### config.mk
export PLATFORM = sky130hd
export DESIGN_NAME = breakout_vga_renderer
export DESIGN_NICKNAME = d
export VERILOG_FILES = /design/src/rtl/breakout_vga_renderer.sv
export SDC_FILE = /design/constraint.sdc
export NUM_CORES = 1
export LEC_CHECK = 0
export CORE_UTILIZATION = 54
export CTS_BUF_LIST = sky130_fd_sc_hd__clkbuf_8 sky130_fd_sc_hd__clkbuf_16
export DETAILED_ROUTE_END_ITERATION = 8
export PLACE_DENSITY = 0.74
export SYNTH_ARGS = -nofsm -noshare
export SYNTH_HDL_FRONTEND = slang
export SYNTH_SLANG_ARGS = --single-unit
### constraint.sdc
create_clock -name CLK_25MH -period 4.1 [get_ports CLK_25MH]
set_input_delay 0.82 -clock CLK_25MH [delete_from_list [all_inputs] [get_ports CLK_25MH]]
set_output_delay 0.82 -clock CLK_25MH [all_outputs]
set_load 0.05 [all_outputs]
### src/rtl/breakout_vga_renderer.sv
// 640x480@60 VGA timing plus Breakout scene renderer: brick grid, ball, paddle, background.
// The pixel path is two registered stages; hsync/vsync travel with RGB so all three stay aligned.
module breakout_vga_renderer #(
  parameter int          H_ACTIVE     = 640,
  parameter int          H_FP         = 16,
  parameter int          H_SYNC       = 96,
  parameter int          H_BP         = 48,
  parameter int          V_ACTIVE     = 480,
  parameter int          V_FP         = 10,
  parameter int          V_SYNC       = 2,
  parameter int          V_BP         = 33,
  parameter int          ROWS         = 5,
  parameter int          COLS         = 5,
  parameter int          ADDR_W       = 6,
  parameter int          BLOCK_W      = 80,
  parameter int          BLOCK_H      = 30,
  parameter int          GAP_X        = 40,
  parameter int          GAP_Y        = 20,
  parameter int          ORIGIN_Y     = 40,
  parameter int          BALL_SIZE    = 8,
  parameter int          PADDLE_W     = 100,
  parameter int          PADDLE_H     = 10,
  parameter int          PADDLE_Y     = 440,
  parameter logic [47:0] ROW_COLORS   = {6'b111100, 6'b011001, 6'b010110, 6'b110011,
                                         6'b001111, 6'b111000, 6'b100101, 6'b101110},
  parameter logic [5:0]  BALL_COLOR   = 6'b101101,
  parameter logic [5:0]  PADDLE_COLOR = 6'b100001,
  parameter logic [5:0]  BG_COLOR     = 6'b000000
) (
  input  logic              CLK_25MH,
  input  logic              reset,
  output logic [5:0]        RGB,
  output logic              hsync,
  output logic              vsync,
  output logic [9:0]        hor_count,
  output logic [9:0]        ver_count,
  output logic              frame_start,
  input  logic [9:0]        paddle_pos,
  input  logic [9:0]        ball_x,
  input  logic [9:0]        ball_y,
  input  logic              blk_we,
  input  logic [ADDR_W-1:0] blk_waddr,
  input  logic [1:0]        blk_wdata,
  input  logic [ADDR_W-1:0] blk_raddr,
  output logic [1:0]        blk_rdata,
  output logic [6:0]        bricks_left
);

  localparam int H_TOTAL    = H_ACTIVE + H_FP + H_SYNC + H_BP;
  localparam int V_TOTAL    = V_ACTIVE + V_FP + V_SYNC + V_BP;
  localparam int NUM_BRICKS = ROWS * COLS;
  localparam int DEPTH      = 2 ** ADDR_W;

  localparam logic [9:0] H_LAST   = 10'(H_TOTAL - 1);
  localparam logic [9:0] V_LAST   = 10'(V_TOTAL - 1);
  localparam logic [9:0] H_VIS    = 10'(H_ACTIVE);
  localparam logic [9:0] V_VIS    = 10'(V_ACTIVE);
  localparam logic [9:0] HS_START = 10'(H_ACTIVE + H_FP);
  localparam logic [9:0] HS_END   = 10'(H_ACTIVE + H_FP + H_SYNC);
  localparam logic [9:0] VS_START = 10'(V_ACTIVE + V_FP);
  localparam logic [9:0] VS_END   = 10'(V_ACTIVE + V_FP + V_SYNC);

  localparam logic [ADDR_W:0]   NUM_A  = NUM_BRICKS[ADDR_W:0];
  localparam logic [6:0]        NUM_7  = NUM_BRICKS[6:0];
  localparam logic [ADDR_W-1:0] COLS_A = COLS[ADDR_W-1:0];
  localparam logic [1:0]        LVL_DEAD = 2'd3;

  // ---------------- timing counters ----------------
  logic [9:0] hcount_q, hcount_d;
  logic [9:0] vcount_q, vcount_d;

  // NOTE: every signal assigned in an always_comb gets a default first, so no path can infer a latch.
  always_comb begin
    hcount_d = hcount_q + 10'd1;
    vcount_d = vcount_q;
    if (hcount_q == H_LAST) begin
      hcount_d = '0;
      vcount_d = (vcount_q == V_LAST) ? '0 : vcount_q + 10'd1;
    end
  end

  // NOTE: state registers use non-blocking assignments so every flop samples pre-edge values.
  always_ff @(posedge CLK_25MH) begin
    if (reset) begin
      hcount_q <= '0;
      vcount_q <= '0;
    end else begin
      hcount_q <= hcount_d;
      vcount_q <= vcount_d;
    end
  end

  assign hor_count   = hcount_q;
  assign ver_count   = vcount_q;
  assign frame_start = (hcount_q == '0) && (vcount_q == '0) && !reset;

  // Object positions only change on the very last pixel of a frame, so a frame never tears.
  logic [9:0] paddle_q, ball_x_q, ball_y_q;
  logic       frame_end;

  assign frame_end = (hcount_q == H_LAST) && (vcount_q == V_LAST);

  always_ff @(posedge CLK_25MH) begin
    if (reset) begin
      paddle_q <= '0;
      ball_x_q <= '0;
      ball_y_q <= '0;
    end else if (frame_end) begin
      paddle_q <= paddle_pos;
      ball_x_q <= ball_x;
      ball_y_q <= ball_y;
    end
  end

  // ---------------- stage 1: region decode ----------------
  logic [10:0] x11, y11, bx11, by11, pp11;
  logic        hs1_d, vs1_d, vis1_d, ball1_d, paddle1_d, brick1_d;
  logic        col_hit, row_hit;
  logic [2:0]  col1_d, row1_d;
  logic [10:0] col_lo, row_lo;

  assign x11  = {1'b0, hcount_q};
  assign y11  = {1'b0, vcount_q};
  assign bx11 = {1'b0, ball_x_q};
  assign by11 = {1'b0, ball_y_q};
  assign pp11 = {1'b0, paddle_q};

  always_comb begin
    hs1_d  = !((hcount_q >= HS_START) && (hcount_q < HS_END));
    vs1_d  = !((vcount_q >= VS_START) && (vcount_q < VS_END));
    vis1_d = (hcount_q < H_VIS) && (vcount_q < V_VIS);

    col_hit = 1'b0;
    col1_d  = '0;
    col_lo  = '0;
    for (int c = 0; c < COLS; c++) begin
      col_lo = 11'(GAP_X + c * (GAP_X + BLOCK_W));
      if ((x11 >= col_lo) && (x11 < col_lo + 11'(BLOCK_W))) begin
        col_hit = 1'b1;
        col1_d  = 3'(c);
      end
    end

    row_hit = 1'b0;
    row1_d  = '0;
    row_lo  = '0;
    for (int r = 0; r < ROWS; r++) begin
      row_lo = 11'(ORIGIN_Y + r * (GAP_Y + BLOCK_H));
      if ((y11 >= row_lo) && (y11 < row_lo + 11'(BLOCK_H))) begin
        row_hit = 1'b1;
        row1_d  = 3'(r);
      end
    end
    brick1_d = col_hit && row_hit;

    ball1_d   = (x11 >= bx11) && (x11 < bx11 + 11'(BALL_SIZE)) &&
                (y11 >= by11) && (y11 < by11 + 11'(BALL_SIZE));
    paddle1_d = (x11 >= pp11) && (x11 < pp11 + 11'(PADDLE_W)) &&
                (y11 >= 11'(PADDLE_Y)) && (y11 < 11'(PADDLE_Y + PADDLE_H));
  end

  logic       hs1_q, vs1_q, vis1_q, ball1_q, paddle1_q, brick1_q;
  logic [2:0] col1_q, row1_q;

  always_ff @(posedge CLK_25MH) begin
    if (reset) begin
      hs1_q     <= 1'b1;
      vs1_q     <= 1'b1;
      vis1_q    <= 1'b0;
      ball1_q   <= 1'b0;
      paddle1_q <= 1'b0;
      brick1_q  <= 1'b0;
      col1_q    <= '0;
      row1_q    <= '0;
    end else begin
      hs1_q     <= hs1_d;
      vs1_q     <= vs1_d;
      vis1_q    <= vis1_d;
      ball1_q   <= ball1_d;
      paddle1_q <= paddle1_d;
      brick1_q  <= brick1_d;
      col1_q    <= col1_d;
      row1_q    <= row1_d;
    end
  end

  // ---------------- brick state RAM ----------------
  logic [1:0]        level_q [DEPTH];
  logic [1:0]        rdata_q;
  logic [6:0]        left_q, left_d;
  logic              wr_ok, rd_ok;
  logic [1:0]        old_lvl;

  assign wr_ok   = blk_we && ({1'b0, blk_waddr} < NUM_A);
  assign rd_ok   = {1'b0, blk_raddr} < NUM_A;
  assign old_lvl = level_q[blk_waddr];

  always_comb begin
    left_d = left_q;
    if (wr_ok) begin
      if ((old_lvl != LVL_DEAD) && (blk_wdata == LVL_DEAD) && (left_q != '0))
        left_d = left_q - 7'd1;
      else if ((old_lvl == LVL_DEAD) && (blk_wdata != LVL_DEAD) && (left_q != NUM_7))
        left_d = left_q + 7'd1;
    end
  end

  // NOTE: the level array is cleared entry by entry on reset, so it maps to flops, not a block RAM.
  always_ff @(posedge CLK_25MH) begin
    if (reset) begin
      for (int i = 0; i < DEPTH; i++) level_q[i] <= '0;
      rdata_q <= '0;
      left_q  <= NUM_7;
    end else begin
      if (wr_ok) level_q[blk_waddr] <= blk_wdata;
      rdata_q <= rd_ok ? level_q[blk_raddr] : LVL_DEAD;
      left_q  <= left_d;
    end
  end

  assign blk_rdata   = rdata_q;
  assign bricks_left = left_q;

  // ---------------- stage 2: colour select ----------------
  logic [ADDR_W-1:0] brick_idx;
  logic [1:0]        brick_lvl;
  logic [5:0]        row_base, rgb_d;

  assign brick_idx = ADDR_W'(row1_q) * COLS_A + ADDR_W'(col1_q);
  assign brick_lvl = level_q[brick_idx];

  always_comb begin
    row_base = BG_COLOR;
    for (int r = 0; r < ROWS; r++)
      if (row1_q == 3'(r)) row_base = ROW_COLORS[6*r +: 6];

    rgb_d = BG_COLOR;
    if (!vis1_q)                              rgb_d = BG_COLOR;
    else if (paddle1_q)                       rgb_d = PADDLE_COLOR;
    else if (ball1_q)                         rgb_d = BALL_COLOR;
    else if (brick1_q && brick_lvl != LVL_DEAD) rgb_d = row_base + {4'b0000, brick_lvl};
  end

  logic [5:0] rgb_q;
  logic       hsync_q, vsync_q;

  always_ff @(posedge CLK_25MH) begin
    if (reset) begin
      rgb_q   <= BG_COLOR;
      hsync_q <= 1'b1;
      vsync_q <= 1'b1;
    end else begin
      rgb_q   <= rgb_d;
      hsync_q <= hs1_q;
      vsync_q <= vs1_q;
    end
  end

  assign RGB   = rgb_q;
  assign hsync = hsync_q;
  assign vsync = vsync_q;

endmodule

# Word-level counts from Yosys, hierarchy flattened
# Memories as Yosys holds them, arrays and structs flattened.
# Cells that the tools add are included.
# word_totals
output_inout_bits	38
mem_count	1
input_bits	47
mem_bits_rw	128
reg_bits	79
word_cells	166
# op_classes
n_mux	38
n_lt_le_gt_ge	36
n_eq_ne	12
n_reduce_logical	45
addsub	9
n_mul	1
bitwise	2
# memory_table
memory	words	width	rd	rd_clocked_by_memory_dff	write_ports	line	source
level_q	64	2	3	0	64	188	logic [1:0] level_q [DEPTH];
# op_table
cell	count
< comparator 10 x 9 -> 1 bit (second input constant)	6
two-way mux 6 bit	9
>= comparator 10 x 8 -> 1 bit (second input constant)	4
>= comparator 10 x 9 -> 1 bit (second input constant)	4
< comparator 10 x 11 -> 1 bit	3
>= comparator 10 bit	3
< comparator 10 bit (second input constant)	3
< comparator 10 x 7 -> 1 bit (second input constant)	3
< comparator 10 x 8 -> 1 bit (second input constant)	3
logical AND 1 bit	29
adder 10 x 4 -> 11 bit (second input constant)	2
adder 10 x 1 -> 10 bit (second input constant)	2
== test 10 bit (second input constant)	2
>= comparator 10 bit (second input constant)	2
>= comparator 10 x 6 -> 1 bit (second input constant)	2
zero test 10 bit	2
two-way mux 1 bit	18
two-way mux 3 bit	6
two-way mux 7 bit	2
< comparator 6 x 5 -> 1 bit (second input constant)	2
adder 10 x 7 -> 11 bit (second input constant)	1
>= comparator 10 x 7 -> 1 bit (second input constant)	1
two-way mux 10 bit	1
OR reduction 2 bit	5
20 further kinds	28

# Logic depth before layout (Yosys ltp)
# logic_depth
ltp_word	10
ltp_mapped	21
ltp_nobuf	19

# Worst setup path before layout
# No wires, ideal clock.
# synth_timing
path_type	flip-flop to flip-flop
start	register row1_q[2]
end	register rgb_q[3], in the netlist RGB[3]
path_buffers	3
path_slack_ns	-0.332
setup_time_ns	0.114
t_required_ns	3.986
synth_period_minus_slack_ns	4.432
stages_incl_launch_ff	22
t_arrival_ns	4.318
cell_sequence	dfxtp_1 -> clkbuf_1 -> inv_1 -> ha_1 -> ha_1 -> inv_1 -> fa_1 -> clkbuf_1 -> buf_1 -> mux4_2 -> mux2i_1 -> o22ai_1 -> a21oi_1 -> nand2_1 -> nand2_1 -> inv_1 -> ha_1 -> a21oi_1 -> nor3_1 -> a21oi_1 -> o221ai_1 -> a21o_1
# synth_between
elab_chain_cells	9
word_cells_on_any_way	18
classes_between	add/sub (2); mul (1); eq/ne (5); mux (7); reduce/logical (2); memory (1)
# synth_rtl
element	line	source
start: declaration	163	logic [2:0] col1_q, row1_q;
start signal: assignment	183	row1_q <= row1_d;
parallel branches: the longest is 7 deep, another holds multiplier 3 x 3 -> 6 bit	-	
two-way mux 6 bit *	241	else if (brick1_q && brick_lvl != LVL_DEAD) rgb_d = row_base + {4'b0000, brick_lvl};
two-way mux 6 bit *	240	else if (ball1_q) rgb_d = BALL_COLOR;
end signal: assignment	253	rgb_q <= rgb_d;
end: declaration	244	logic [5:0] rgb_q;
# Mark *: on every way between the ends.
# A chain may end at the register's enable or synchronous reset.

# Worst setup path after layout
# layout_timing
start	input port blk_waddr[1]
end	register left_q[6], in the netlist bricks_left[6]
# layout_between
elab_chain_cells	6
word_cells_on_any_way	12
classes_between	order compare (1); eq/ne (2); mux (1); reduce/logical (7); memory (1)
# layout_rtl
element	line	source
start: declaration	42	input logic [ADDR_W-1:0] blk_waddr,
memory (64 x 2 bit)	-	
!= test 2 bit or == test 2 bit (tied branches)	201, 203	
logical AND 1 bit (on tied branches) (2 in series)	201, 203	
nonzero test 2 bit (no line)	-	
AND reduction 2 bit (no line)	-	
end signal: assignment	217	left_q <= left_d;
end: declaration	190	logic [6:0] left_q, left_d;
# Parallel ways exist; a longest one is shown, timed or not.

==> results.sh <==
export IMPL_endpoint="bricks_left[6]$_SDFFE_PP0P_"
export IMPL_hp_class="flip-flop to flip-flop"
export IMPL_p_int_mw=3.910
export IMPL_first_pass_iters=5
export IMPL_syn_avg_cell_area_um2=10.27
export IMPL_fin_util_pct=67.56
export IMPL_dieArea_um2=23990
export IMPL_peakVddDrop_v=0.0002777
export IMPL_antenna_cells=0
export IMPL_synth_seq_cells=207
export IMPL_drc=0
export IMPL_crit_start="blk_waddr[1]"
export IMPL_worstPathMaxFanout=14
export IMPL_finalClockSkew_ns=0.01464
export IMPL_dp_slack_ns=-0.8542
export IMPL_cts_max_level=1
export IMPL_fin_ws_ns=0.1935
export IMPL_dr_total_vias=10220
export IMPL_synthFlopType="edfxtp_1"
export IMPL_p_per_area_nw_per_um2=338.3
export IMPL_async_flop_share_pct=0
export IMPL_clkTransAtPathRegs_ns=0.06
export IMPL_clk_latency_ns=0.52
export IMPL_wl_per_cell_um=19.69
export IMPL_maxSlewViolCount=0
export IMPL_p_sw_share_pct=24.90
export IMPL_power_static_leakage_nw=5.773
export IMPL_timing_rr_start="row1_q[0]$_SDFF_PP0_"
export IMPL_drtIter0Drc=1195
export IMPL_gr_usage_all_layers_pct=28.91
export IMPL_clock_sinks=207
export IMPL_synth_cells=1229
export IMPL_routed_via_density=5.910
export IMPL_multiInputGateArea_um2=6822
export IMPL_yosysSeqAreaShare_pct=42.98
export IMPL_setup_viol=0
export IMPL_critical_path_class="input pin to flip-flop"
export IMPL_gp_congestion=1.003
export IMPL_power_frac_seq_pct=46.5
export IMPL_post_route_period_util_pct=95.28
export IMPL_drt_total_wl_um=34060
export IMPL_synthToLayoutAreaGrowth_pct=21.92
export IMPL_antenna_found_initial=0
export IMPL_cp_start_kind="input pin"
export IMPL_netlist_area_um2=12620
export IMPL_crit_path_end_kind="flip-flop"
export IMPL_layout_nets=1527
export IMPL_worst_pin_slew_ns=0.9490
export IMPL_r2r_cells=16
export IMPL_rows=55
export IMPL_first_global_vias=9761
export IMPL_chipWidth_um=154.9
export IMPL_grt_overflow_total=0
export IMPL_fin_total_pwr_mw=5.206
export IMPL_regArea_um2=5425
export IMPL_power_frac_comb_pct=11.6
export IMPL_clk_path_buf_depth=3
export IMPL_drive_above_1_share_pct=16.44
export IMPL_p_switching_mw=1.297
export IMPL_required_ns=4.48
export IMPL_layoutNonFillerInstCount=1730
export IMPL_fmax_mhz=256.0
export IMPL_drv_cap=0
export IMPL_cts_made_buffers=24
export IMPL_synth_distinct_cells=76
export IMPL_hpwl_um=24670
export IMPL_slew_headroom_pct=36.20
export IMPL_ys_top_cells_by_area="edfxtp_1 30%, dfxtp_1 13%, mux4_2 8.9%, ha_1 7.7%, nand2_1 3.8%"
export IMPL_io_buffer_count=84
export IMPL_yosysTopAreaCell="edfxtp_1"
export IMPL_yosys_area_top_type_share_pct=30.45
export IMPL_clockRootBuffer="clkbuf_16"
export IMPL_status="finished, final reports clean"
export IMPL_grt_pass1_wl_um=53860
export IMPL_fp_dieH_um=154.9
export IMPL_hold_viol_final=0
export IMPL_fillers=1791
export IMPL_rrSetupSlack_ns=0.21
export IMPL_min_period_ns=3.907
export IMPL_grt_max_degree=67
export IMPL_cts_tree="done"
export IMPL_yosysWarnings=0
export IMPL_cts_hold_buf=0
export IMPL_reg2reg_to="RGB[1]$_SDFF_PP0_"
export IMPL_crit_arrival_ns=4.29
export IMPL_placed_cells=1680
export IMPL_clkPwrFrac_pct=42.0
export IMPL_io_pins=85
export IMPL_antenna_left=0
export IMPL_start_util_pct=55.41
export IMPL_coreArea_um2=22780
export IMPL_synth_edff_count=128
## routing by layer
| layer | vias to the layer above | routed length [µm] | part of all wire [%] | global-route usage, % |
|---|---|---|---|---|
| li1 | 4793 | - | - | - |
| met1 | 4830 | 14340 | 42 | 41.50 |
| met2 | 516 | 15480 | 45 | 44.92 |
| met3 | 85 | 3010 | 8.8 | 3.928 |
| met4 | 0 | 1226 | 3.6 | 10.56 |
| met5 | - | 0 | 0 | 0 |
## worst max-delay path, stage by stage
cell	delay (ns)
clkbuf_2	0.15
nor2b_1	0.17
buf_4	0.20
buf_4	0.15
a221oi_1	0.27
nor3_1	0.07
a311oi_1	0.28
o211ai_1	0.16
o32a_4	0.28
or2_2	0.33
fa_2	0.35
nor2b_1	0.13
o21ai_1	0.09
a21boi_1	0.22
o21ai_1	0.12
inv_1	0.06
o21ai_1	0.05
mux2i_1	0.18
xnor2_1	0.14
nor2_1	0.05
## layout by cell type, fill, tap and decap left out, types with 8 or more instances in the layout
cell type        synthesis  routed
clkbuf_16                0      29
nand2b_1                12      11
nor3_1                  66      66
o221ai_1                14      14
ha_1                    78      74
o211ai_1                10      10
dfxtp_1                 79      79
conb_1                   1      78
nor2b_1                 10      10
a21oi_1                 65      62
o21ai_0                 48      45
mux4_2                  50      50
a211oi_1                12      10
nor2_1                  67      66
a221oi_1                12      11
o22ai_1                 11      11
mux2i_1                 45      44
nor4_1                   9       9
nand3_1                 25      25
inv_1                   64      65
edfxtp_1               128     128
xnor2_1                 32      32
a21o_1                  12      12
nand2_1                129     129
buf_4                    1      94
and3_1                  10      10
and2_1                   8       8
a22oi_1                 20      19
clkdlybuf4s50_1          0      78
## Yosys cell counts, types with 14 or more instances
library cell and n:
o21ai_0 48, nand2_1 129, nand3_1 25, mux4_2 50, edfxtp_1 128, a21oi_1 65, o221ai_1 14, nor2_1 67
mux2i_1 45, xnor2_1 32, clkbuf_1 91, dfxtp_1 79, nor3_1 66, ha_1 78, a22oi_1 20, inv_1 64
## how the worst min path moves through the flow
stage	start	to	slack, ns	depth (start not counted)
after global routing	hs1_q$_SDFF_PP1_	hsync$_SDFF_PP1_	0.43	1
after CTS	hs1_q$_SDFF_PP1_	hsync$_SDFF_PP1_	0.42	1
after detailed placement	hs1_q$_SDFF_PP1_	hsync$_SDFF_PP1_	0.40	1
final	hs1_q$_SDFF_PP1_	hsync$_SDFF_PP1_	0.42	1
after global placement	hs1_q$_SDFF_PP1_	hsync$_SDFF_PP1_	0.40	1
after floorplan	hs1_q$_SDFF_PP1_	hsync$_SDFF_PP1_	0.39	1
## state kept, by name, summed over array words and instances (netlist names)
name,cells
RGB,6
ball1_q,1
ball_x_q,10
ball_y_q,10
blk_rdata,2
brick1_q,1
bricks_left,7
col1_q,3
hor_count,10
hs1_q,1
hsync,1
level_q,128
paddle1_q,1
paddle_q,10
row1_q,3
ver_count,10
vis1_q,1
vs1_q,1
vsync,1
## layout make-up
cell class | count | share of cell area (%)
inverter | 65 | 1.585
multi-input combinational | 916 | 44.33
clock inverter | 15 | 0.7074
clock buffer | 29 | 4.643
tap | 313 | 2.545
timing repair buffer | 185 | 10.94
sequential | 207 | 35.25
## stage by stage
step | instance area (µm²) | setup TNS, ns | hold slack, ns
2_1_floorplan | 12920 | 0 | 0.3895
3_3_place_gp | 14420 | -1.872 | 0.4043
3_5_place_dp | 14420 | -2.592 | 0.3972
4_1_cts | 15240 | 0 | 0.4181
5_1_grt | 15390 | -0.05638 | 0.4279
6_report | 15390 | 0 | 0.4156
## logic make-up (layout without fill, tap and decap cells)
group,count (synthesis),count (layout),share of synthesized area (%)
buf+inv,183,294,5.948
mux,96,96,12.67
compound gates,248,248,13.15
other cells,1,78,0.02971
flops,207,207,42.98
fa+ha+maj,81,81,8.208
simple gates,373,373,14.18
xor+xnor,40,40,2.835
## power by group through the flow
stage	clock network, mW	registers (mW)	logic, mW
2_1_floorplan	0	2.44	0.337
3_3_place_gp	0	2.45	0.572
3_5_place_dp	0	2.45	0.582
4_1_cts	2.21	2.41	0.587
5_1_grt	2.30	2.42	0.643
6_report	2.18	2.42	0.603
## repair_timing
action / 4_1_cts / 5_1_grt
setup buffers: 0 / 5
cloned: 0 / 1
resized for setup: 4 / 26
pin swaps: 1 / 10
endpoints found under the setup margin: 3 / 5
Note: power is estimated with default switching activity, not from simulation.
